$ cat src/rtl/pipelined_carry_adder.sv
// Pipelined WIDTH-bit adder built from STAGES registered ripple chunks with a valid/ready handshake.
// Define PIPE_ADDER_OVF_EN to add the registered signed-overflow output Ovf.
module pipelined_carry_adder #(
  parameter int WIDTH  = 16,
  parameter int STAGES = 4
) (
  input  logic             clk,
  input  logic             rst,
  input  logic             in_valid,
  output logic             in_ready,
  input  logic [WIDTH-1:0] A,
  input  logic [WIDTH-1:0] B,
  input  logic             Cin,
  output logic             out_valid,
  input  logic             out_ready,
  output logic [WIDTH-1:0] Sum,
`ifdef PIPE_ADDER_OVF_EN
  output logic             Ovf,
`endif
  output logic             Cout
);

  localparam int CW = WIDTH / STAGES;

  // Bit-serial ripple add of one chunk; result is {carry_out, sum}.
  function automatic logic [CW:0] ripple_add(input logic [CW-1:0] a, input logic [CW-1:0] b,
                                             input logic ci);
    logic          c;
    logic [CW-1:0] s;
    c = ci;
    s = '0;
    for (int i = 0; i < CW; i++) begin
      s[i] = a[i] ^ b[i] ^ c;
      c    = (a[i] & b[i]) | (c & (a[i] ^ b[i]));
    end
    return {c, s};
  endfunction

  logic [WIDTH-1:0]  a_q   [STAGES];
  logic [WIDTH-1:0]  a_d   [STAGES];
  logic [WIDTH-1:0]  b_q   [STAGES];
  logic [WIDTH-1:0]  b_d   [STAGES];
  logic [WIDTH-1:0]  sum_q [STAGES];
  logic [WIDTH-1:0]  sum_d [STAGES];
  logic [STAGES-1:0] carry_q;
  logic [STAGES-1:0] carry_d;
  logic [STAGES-1:0] valid_q;
  logic [STAGES-1:0] valid_d;
  logic [CW:0]       res_s;
  logic              adv;
`ifdef PIPE_ADDER_OVF_EN
  logic              ovf_q;
  logic              ovf_d;
`endif

  // A single global advance keeps every beat in lock-step; bubbles are never collapsed.
  assign adv       = !valid_q[STAGES-1] || out_ready;
  assign in_ready  = adv && !rst;
  assign out_valid = valid_q[STAGES-1];
  assign Sum       = sum_q[STAGES-1];
  assign Cout      = carry_q[STAGES-1];
`ifdef PIPE_ADDER_OVF_EN
  assign Ovf       = ovf_q;
`endif

  always_comb begin
    res_s      = ripple_add(A[CW-1:0], B[CW-1:0], Cin);
    a_d[0]     = A;
    b_d[0]     = B;
    sum_d[0]   = '0;
    sum_d[0][CW-1:0] = res_s[CW-1:0];
    carry_d[0] = res_s[CW];
    valid_d[0] = in_valid;
    // Stage k finishes chunk k of the beat held in stage k-1; earlier sum chunks ride along.
    for (int k = 1; k < STAGES; k++) begin
      res_s      = ripple_add(a_q[k-1][k*CW +: CW], b_q[k-1][k*CW +: CW], carry_q[k-1]);
      a_d[k]     = a_q[k-1];
      b_d[k]     = b_q[k-1];
      sum_d[k]   = sum_q[k-1];
      sum_d[k][k*CW +: CW] = res_s[CW-1:0];
      carry_d[k] = res_s[CW];
      valid_d[k] = valid_q[k-1];
    end
`ifdef PIPE_ADDER_OVF_EN
    ovf_d = (a_d[STAGES-1][WIDTH-1] == b_d[STAGES-1][WIDTH-1]) &&
            (sum_d[STAGES-1][WIDTH-1] != a_d[STAGES-1][WIDTH-1]);
`endif
  end

  always_ff @(posedge clk or posedge rst) begin
    if (rst) begin
      for (int k = 0; k < STAGES; k++) begin
        a_q[k]   <= '0;
        b_q[k]   <= '0;
        sum_q[k] <= '0;
      end
      carry_q <= '0;
      valid_q <= '0;
`ifdef PIPE_ADDER_OVF_EN
      ovf_q   <= 1'b0;
`endif
    end else if (adv) begin
      for (int k = 0; k < STAGES; k++) begin
        a_q[k]   <= a_d[k];
        b_q[k]   <= b_d[k];
        sum_q[k] <= sum_d[k];
      end
      carry_q <= carry_d;
      valid_q <= valid_d;
`ifdef PIPE_ADDER_OVF_EN
      ovf_q   <= ovf_d;
`endif
    end
  end

endmodule
$ cat config.mk
export PLATFORM = sky130hd
export DESIGN_NAME = pipelined_carry_adder
export DESIGN_NICKNAME = d
export VERILOG_FILES = /design/src/rtl/pipelined_carry_adder.sv
export SDC_FILE = /design/constraint.sdc
export NUM_CORES = 1
export LEC_CHECK = 0
export CORE_MARGIN = 5
export CORE_UTILIZATION = 57
export DETAILED_ROUTE_END_ITERATION = 16
export HOLD_SLACK_MARGIN = 0.15
export PLACE_DENSITY = 0.85
export SYNTH_ARGS = -nofsm -noshare
export SYNTH_HDL_FRONTEND = slang
export SYNTH_SLANG_ARGS = --single-unit
$ cat constraint.sdc
create_clock -name clk -period 7.5 [get_ports clk]
set_clock_uncertainty 0.1 [all_clocks]
set_input_delay 1.125 -clock clk [delete_from_list [all_inputs] [get_ports clk]]
set_output_delay 1.125 -clock clk [all_outputs]
set_load 0.1 [all_outputs]
==> impl_metrics.json, run 1 <==
{
  "rows": 30,
  "hold_viol_final": 0,
  "grt.total_usage_pct": 15.9,
  "combPwrFrac_pct": 46.2,
  "power.switching_w": 0.000891,
  "syn_nets": 316,
  "synthXorXnorAreaFrac_pct": 0,
  "core_um2": 6870,
  "final_util_pct": 70.6,
  "path_cells": "clkdlybuf4s50_1 > nor2b_4 > nor2_1 > clkdlybuf4s50_1",
  "synth_top_family_by_area": "multiplexers",
  "drv_cap": 0,
  "dieArea_um2": 8890,
  "ant_nets": 0,
  "place_hpwl_um": 4180,
  "synth_compound_area_share_pct": 1.24,
  "grt_max_degree": 59,
  "placed_cells": 403,
  "timing.slew.headroom_pct": 32.8,
  "totalNegativeSetupSlack_ns": 0,
  "ir_worst_vdd_v": 0.000267,
  "critPathLaunchType": "input pin",
  "fin_crit_ns": 4.44,
  "synthesis.area_um2": 4050,
  "synth_edf_count": 0,
  "fp.dieH_um": 94.3,
  "p_int_w": 0.00131,
  "rsz0062_at_grt": "no",
  "n_fill_cell": 487,
  "drive_above_1_share_pct": 31.0,
  "swShare_pct": 40.6,
  "grt_pass1_vias": 2313,
  "synth-main-ff-cell": "dfrtp_1",
  "grt_pass1_wl_um": 10800,
  "synth_mux_area_share_pct": 24.4,
  "finalSetupViolations": 0,
  "power.share.clock_pct": 14.4,
  "yosysWarnings": 0,
  "slew_viol_final": 0,
  "synthCells": 263,
  "drcViolationCount": 0,
  "routedWlPerCell_um": 14.3,
  "via_per_inst": 4.95,
  "clk_latency_ns": 0.34,
  "synth_top_area_cell": "dfrtp_1",
  "synth_seq_cells": 96,
  "crit_buf_inv": 2,
  "place_congestion": 0.752,
  "nets": 371,
  "clk_pin_slew_ns": 0.08,
  "antenna_found_initial": 0,
  "cpMostUsedCell": "clkdlybuf4s50_1",
  "crit_type": "in -> out",
  "period_share_pct": 59.2,
  "crit_path_end_kind": "output port",
  "synth_fa_ha_area_share_pct": 7.91,
  "grt-ovfl-total": 0,
  "cts_resized": 0,
  "yosysMostFrequentCell": "dfrtp_1",
  "leakage_nw": 2.11,
  "synth_top_cell_area_share_pct": 59.3,
  "syn_to_final_growth_pct": 19.6,
  "synth.area.top_cells": "dfrtp_1, mux2_2, fa_1",
  "critPathTopFamily": "buffers and inverters",
  "clock_sinks": 96,
  "cp_slowest_stage_delay_ns": 1.14,
  "drt-total-wl_um": 5990,
  "max_freq_mhz": 225,
  "cts_hold_buf": 0,
  "clock_path_buffers": 2,
  "place.port_buffers": 55,
  "synth_common_cells": "dfrtp_1, mux2_2, inv_1",
  "start_util_pct": 59.0,
  "root_buffer": "clkbuf_8",
  "die-width_um": 94.3,
  "diodes": 0,
  "cp_slowest_cell": "clkdlybuf4s50_1",
  "status": "finished, final reports clean",
  "postSynthAreaPerCell_um2": 15.4,
  "cts_inserted_buffers": 9,
  "ys_seq_area_share_pct": 59.3,
  "drtPass1Iterations": 4,
  "cts_setup_buffers": 0,
  "pin_count": 56,
  "seqPwrFrac_pct": 39.4,
  "synthSimpleGateAreaFrac_pct": 2.41,
  "ys_async_sr_fraction_pct": 100,
  "worst_ep_required_time_ns": 6.27,
  "routed-via-count": 2076,
  "drt_first_iter_violations": 32,
  "crit_arrival_ns": 3.22,
  "hold_path_class": "reg -> reg",
  "final_cells": 419,
  "h-tree-depth": 3,
  "max_slew.worst_pin.slew_ns": 1.01,
  "ys_types": 15,
  "powerDensity_nw_per_um2": 453,
  "tritoncts": "yes",
  "worst-path-max-fanout": 12
}
[path summary, 6_finish.rpt]
path | startpoint | endpoint | slack, ns | depth (start not counted)
worst max-delay path | out_ready | in_ready | 3.06 | 4
worst min-delay path | valid_q[2] | valid_q[3] | 0.37 | 1
worst max register to register | b_d[36] | sum_d[23] | 5.22 | 8
worst min register to register | valid_q[2] | valid_q[3] | 0.37 | 1
max in group asynchronous | rst | b_d[46] | 5.15 | 3
min in group asynchronous | rst | Sum[2] | 1.11 | 2
[placed cells by master (no fill, tap or decap), types with 2 or more instances in the layout]
| master | count |
|---|---|
| clkbuf_8 | 9 |
| mux2_4 | 9 |
| a21oi_1 | 10 |
| nor3b_1 | 10 |
| mux2i_1 | 2 |
| fa_1 | 16 |
| mux2_2 | 74 |
| inv_1 | 28 |
| clkdlybuf4s50_1 | 55 |
| clkbuf_1 | 4 |
| dfrtp_1 | 96 |
| buf_4 | 2 |
[worst reg2reg max path: cells and delay by family, from the launching register on]
| kind | cells | cell delay (ns) |
|---|---|---|
| flip-flops | 1 | 0.38 |
| adder cells (fa/ha/maj) | 4 | 1.35 |
| AO/OA/AOI/OAI | 1 | 0.14 |
| buffers and inverters | 3 | 0.22 |
[per-layer routing]
layer / part of all wire, % / vias up / track usage, %
met4: 1.5 / 0 / 5.05
met3: 3.4 / 11 / 4.17
met1: 44 / 1053 / 20.6
met2: 52 / 32 / 26.4
li1: - / 980 / -
met5: 0 / - / 0
[kinds of logic (layout without fill, tap and decap cells)]
logic type      Yosys count  in the layout
fa+ha+maj                16             16
buf+inv                  42            102
simple gates             14             14
flops                    96             96
compound gates           10             10
mux                      85             85
[state kept, by name, summed over array words and instances (netlist names)]
name,flops
sum_d,24
carry_q,4
b_d,24
valid_q,4
Sum,16
a_d,24
[stage by stage]
stage / cell area [um^2] / hold WS, ns / power [W] / setup slack, ns
after floorplan: 4050 / 0.335 / 0.00167 / 3.45
after global placement: 4670 / 0.346 / 0.00187 / 3.07
after CTS: 4850 / 0.370 / 0.00223 / 3.03
after global routing: 4850 / 0.381 / 0.00234 / 2.94
after detailed placement: 4670 / 0.358 / 0.00191 / 3.03
final: 4850 / 0.370 / 0.00220 / 3.06
[layout make-up]
class / count / area, um^2 / area share (%)
Clock buffer: 13 / 139 / 2.87
Clock inverter: 3 / 42.5 / 0.878
Inverter: 29 / 111 / 2.30
Multi-Input combinational cell: 125 / 1470 / 30.3
Sequential cell: 96 / 2400 / 49.6
Tap cell: 96 / 120 / 2.48
Timing Repair Buffer: 57 / 566 / 11.7
[power by group through the flow]
| stage | registers, W | logic, W | clock network, W |
|---|---|---|---|
| 6_report | 0.000865 | 0.00102 | 0.000315 |
| 5_1_grt | 0.000899 | 0.00109 | 0.000352 |
| 2_1_floorplan | 0.00120 | 0.000469 | 0 |
| 3_3_place_gp | 0.000868 | 0.000998 | 0 |
| 3_5_place_dp | 0.000881 | 0.00103 | 0 |
| 4_1_cts | 0.000870 | 0.00103 | 0.000325 |
No activity file was read; power rests on OpenSTA's default activity.
==> run 2: changes to the inputs <==
CORE_UTILIZATION = 49   (was 57)
PLACE_DENSITY = 0.77   (was 0.85)
clock period = 3.8 ns   (was 7.5 ns; I/O delays follow)
==> run 2 against run 1 <==
Effect of this change:
- final cell count is 2.4% higher
- sequential power increased by 98%
- setup slack worse by 2.1 ns
- critical endpoint is now out_valid
==> impl_metrics.json, run 2 (same netlist as run 1, synthesis figures left out) <==
{
  "tritoncts": "yes",
  "grt_use_met3_pct": 2.63,
  "ir_worst_vdd_v": 0.000374,
  "fp.dieH_um": 101,
  "totalNegativeSetupSlack_ns": 0,
  "crit_arrival_ns": 2.16,
  "nets": 372,
  "leakage_nw": 2.13,
  "die-width_um": 101,
  "ant_nets": 0,
  "n_fill_cell": 640,
  "period_share_pct": 74.5,
  "drt-total-wl_um": 6280,
  "max_freq_mhz": 353,
  "routedWlPerCell_um": 14.6,
  "drcViolationCount": 0,
  "root_buffer": "clkbuf_8",
  "grt.total_usage_pct": 13.7,
  "use_met1_pct": 18.5,
  "fin_crit_ns": 2.83,
  "crit_type": "reg -> out",
  "cts_hold_buf": 0,
  "cts_setup_buffers": 0,
  "slew_viol_final": 0,
  "timing.slew.headroom_pct": 30.3,
  "drtPass1Iterations": 3,
  "place_congestion": 0.682,
  "crit_path_end_kind": "output port",
  "path_cells": "clkdlybuf4s50_1",
  "place_hpwl_um": 4230,
  "clk_latency_ns": 0.35,
  "dieArea_um2": 10200,
  "drive_above_1_share_pct": 32.7,
  "grt.busiest_layer": "met2",
  "routed-via-count": 2090,
  "final_common_cell": "dfrtp_1",
  "h-tree-depth": 3,
  "rows": 33,
  "cts_resized": 0,
  "max_slew.worst_pin.slew_ns": 1.05,
  "status": "finished, final reports clean",
  "critPathTopFamily": "buffers and inverters",
  "hold_path_class": "reg -> reg",
  "worst_ep_required_time_ns": 3.13,
  "pin_count": 56,
  "rsz0062_at_grt": "no",
  "cp_slowest_stage_delay_ns": 1.22,
  "grt_max_degree": 89,
  "grt-ovfl-total": 0,
  "most-common-layout-cells": "dfrtp_1, mux2_2, clkdlybuf4s50_1, inv_1, fa_1",
  "grt_pass1_vias": 2284,
  "critPathLaunchType": "flip-flop",
  "use_met2_pct": 21.4,
  "diodes": 0,
  "powerDensity_nw_per_um2": 898,
  "finalSetupViolations": 0,
  "grt_pass1_wl_um": 10800,
  "final_util_pct": 60.2,
  "clk_pin_slew_ns": 0.09,
  "antenna_found_initial": 0,
  "clock_sinks": 96,
  "worst-path-max-fanout": 13,
  "cp_slowest_cell": "clkdlybuf4s50_1",
  "drt_first_iter_violations": 55,
  "via_per_inst": 4.87,
  "syn_to_final_growth_pct": 20.9,
  "drv_cap": 0,
  "hold_viol_final": 0,
  "cts_inserted_buffers": 9,
  "start_util_pct": 49.8,
  "clock_path_buffers": 2,
  "core_um2": 8130,
  "place.port_buffers": 55,
  "crit_buf_inv": 1
}
==> run 2: power by group <==
part,internal [W],leakage [nW],switching (W)
clock,0.000324,0.0989,0.000345
sequential,0.00147,1.11,0.000249
combinational,0.000815,0.919,0.00120
total,0.00260,2.13,0.00180
==> run 2: final cells by class <==
| cell class | instances | area, um^2 | share of cell area (%) |
|---|---|---|---|
| clock inverter | 6 | 67.6 | 1.38 |
| tap | 105 | 131 | 2.68 |
| inverter | 29 | 111 | 2.27 |
| clock buffer | 10 | 138 | 2.81 |
| timing repair buffer | 58 | 583 | 11.9 |
| multi-input combinational | 125 | 1470 | 29.9 |
| sequential | 96 | 2400 | 49.0 |
==> run 2: stage by stage <==
stage                     cell area (um^2)  std cells  hold slack [ns]  power (W)  setup slack, ns
after floorplan                       4050        263            0.335    0.00330            0.440
after global routing                  4900        429            0.418    0.00468            0.880
final                                 4900        429            0.391    0.00440            0.969
after detailed placement              4690        413            0.359    0.00378            0.931
after CTS                             4900        429            0.390    0.00446            0.929
after global placement                4690        413            0.350    0.00372            0.948
==> run 2: metal layers <==
layer	up-vias	wire, um
met5	-	0
met4	0	126
met2	30	3130
li1	979	-
met3	11	194
met1	1070	2830
==> run 2: worst paths after layout <==
check / slack, ns / from / depth (start not counted) / to
max reg2reg: 1.54 / a_d[24] / 8 / sum_d[11]
min: 0.39 / valid_q[2] / 1 / valid_q[3]
min reg2reg: 0.39 / valid_q[2] / 1 / valid_q[3]
max: 0.97 / valid_q[3] / 1 / out_valid
min in group asynchronous: 0.75 / rst / 2 / carry_q[3]
max in group asynchronous: 2.11 / rst / 3 / a_d[26]
==> run 3: changes to the inputs <==
CORE_UTILIZATION = 54   (was 49)
PLACE_DENSITY = 0.81   (was 0.77)
clock period = 2.7 ns   (was 3.8 ns; I/O delays follow)
==> run 3 against run 2 <==
Effect of this change:
- via count increased by 1.1%
- die area decreased by 8.4%
- count of clock-buffer cells in the layout increased by 1
- clock power increased by 46%
- routed wire length decreased by 3.7%
- critical path depth increased by 7
- final cell count decreased by 0.70%
- critical path type is now reg -> reg
- largest power group unchanged
==> impl_metrics.json, run 3 (same netlist as run 1, synthesis figures left out) <==
{
  "start_util_pct": 55.6,
  "drv_cap": 0,
  "timing.slew.headroom_pct": 66.0,
  "status": "finished, final reports clean",
  "cts_setup_buffers": 0,
  "powerDensity_nw_per_um2": 1260,
  "cts_inserted_buffers": 9,
  "drive_above_1_share_pct": 38.5,
  "tritoncts": "yes",
  "final_util_pct": 67.3,
  "grt-ovfl-total": 0,
  "core_um2": 7290,
  "crit_path_end_kind": "flip-flop",
  "place_congestion": 0.718,
  "antenna_found_initial": 0,
  "grt_pass1_wl_um": 10800,
  "grt_pass1_vias": 2386,
  "fp.dieH_um": 96.6,
  "seq_area_um2": 2400,
  "dp_slack_ns": 0.0592,
  "max_slew.worst_pin.slew_ns": 0.510,
  "period_share_pct": 84.8,
  "crit_type": "reg -> reg",
  "drt_first_iter_violations": 39,
  "clock_sinks": 96,
  "via_per_inst": 4.96,
  "drt-total-wl_um": 6050,
  "multiInputGateArea_um2": 1470,
  "h-tree-depth": 3,
  "cts_hold_buf": 0,
  "place.port_buffers": 55,
  "clk_latency_ns": 0.34,
  "rsz0062_at_grt": "no",
  "cts_resized": 0,
  "critPathLaunchType": "flip-flop",
  "ir_worst_vdd_v": 0.000728,
  "routed-via-count": 2112,
  "hold_path_class": "reg -> reg",
  "dieArea_um2": 9330,
  "slew_viol_final": 0,
  "worst_ep_required_time_ns": 2.87,
  "place_hpwl_um": 4320,
  "ant_nets": 0,
  "max_freq_mhz": 437,
  "hold_viol_final": 0,
  "pin_count": 56,
  "drtPass1Iterations": 2,
  "finalSetupViolations": 0,
  "grt.total_usage_pct": 14.1,
  "n_fill_cell": 536,
  "total_power_w": 0.00619,
  "fin_crit_ns": 2.29,
  "drcViolationCount": 0,
  "crit_arrival_ns": 2.46,
  "clock_path_buffers": 2,
  "final_common_cell": "dfrtp_1",
  "clk_pin_slew_ns": 0.08,
  "most-common-layout-cells": "dfrtp_1, mux2_2, clkdlybuf4s50_1, inv_1, buf_4",
  "routedWlPerCell_um": 14.2,
  "leakage_nw": 2.16,
  "fin_ws_ns": 0.410,
  "rows": 31,
  "die-width_um": 96.6,
  "syn_to_final_growth_pct": 21.1,
  "grt_max_degree": 97,
  "root_buffer": "clkbuf_8",
  "diodes": 0,
  "nets": 375,
  "worst-path-max-fanout": 2
}
==> run 3: final cells by class <==
| type | count | share of cell area (%) |
|---|---|---|
| Sequential cell | 96 | 49.0 |
| Tap cell | 99 | 2.52 |
| Timing Repair Buffer | 61 | 11.9 |
| Clock buffer | 11 | 2.68 |
| Inverter | 29 | 2.30 |
| Multi-Input combinational cell | 125 | 29.9 |
| Clock inverter | 5 | 1.66 |
==> run 3: final timing paths <==
path                       slack (ns)  cells after the start    endpoint  startpoint
max                              0.41                      8   sum_d[11]     a_d[24]
min in group asynchronous        0.47                      3    sum_d[8]         rst
min reg2reg                      0.38                      1  valid_q[3]  valid_q[2]
min                              0.38                      1  valid_q[3]  valid_q[2]
max reg2reg                      0.41                      8   sum_d[11]     a_d[24]
max in group asynchronous        1.61                      3  carry_q[0]         rst
==> run 3: per-layer routing <==
metal	vias up	global-route usage, %	share of wire (%)
met5	-	0	0
met3	9	3.45	3.8
met1	1082	17.5	43
met4	0	6.48	1.9
li1	990	-	-
met2	31	23.3	51
==> run 3: critical path, stage by stage, from the launching register on <==
cell     delay [ns]
dfrtp_1        0.38
inv_1          0.09
fa_1           0.21
inv_1          0.06
fa_1           0.37
fa_1           0.37
inv_1          0.08
fa_1           0.41
a21oi_1        0.14
==> run 3: power by group <==
part	internal (W)	total [W]	switching, W
sequential	0.00206	0.00241	0.000350
clock	0.000523	0.000979	0.000456
combinational	0.00111	0.00280	0.00169
total	0.00370	0.00619	0.00249
==> run 3: through the flow <==
| step | std cells | area (um^2) | hold WS [ns] | TNS (ns) |
|---|---|---|---|---|
| finish | 426 | 4910 | 0.378 | 0 |
| detailed placement | 410 | 4690 | 0.360 | 0 |
| global placement | 410 | 4690 | 0.349 | 0 |
| floorplan | 263 | 4060 | 0.335 | -0.0258 |
| CTS | 426 | 4910 | 0.384 | 0 |
| global route | 426 | 4910 | 0.424 | 0 |
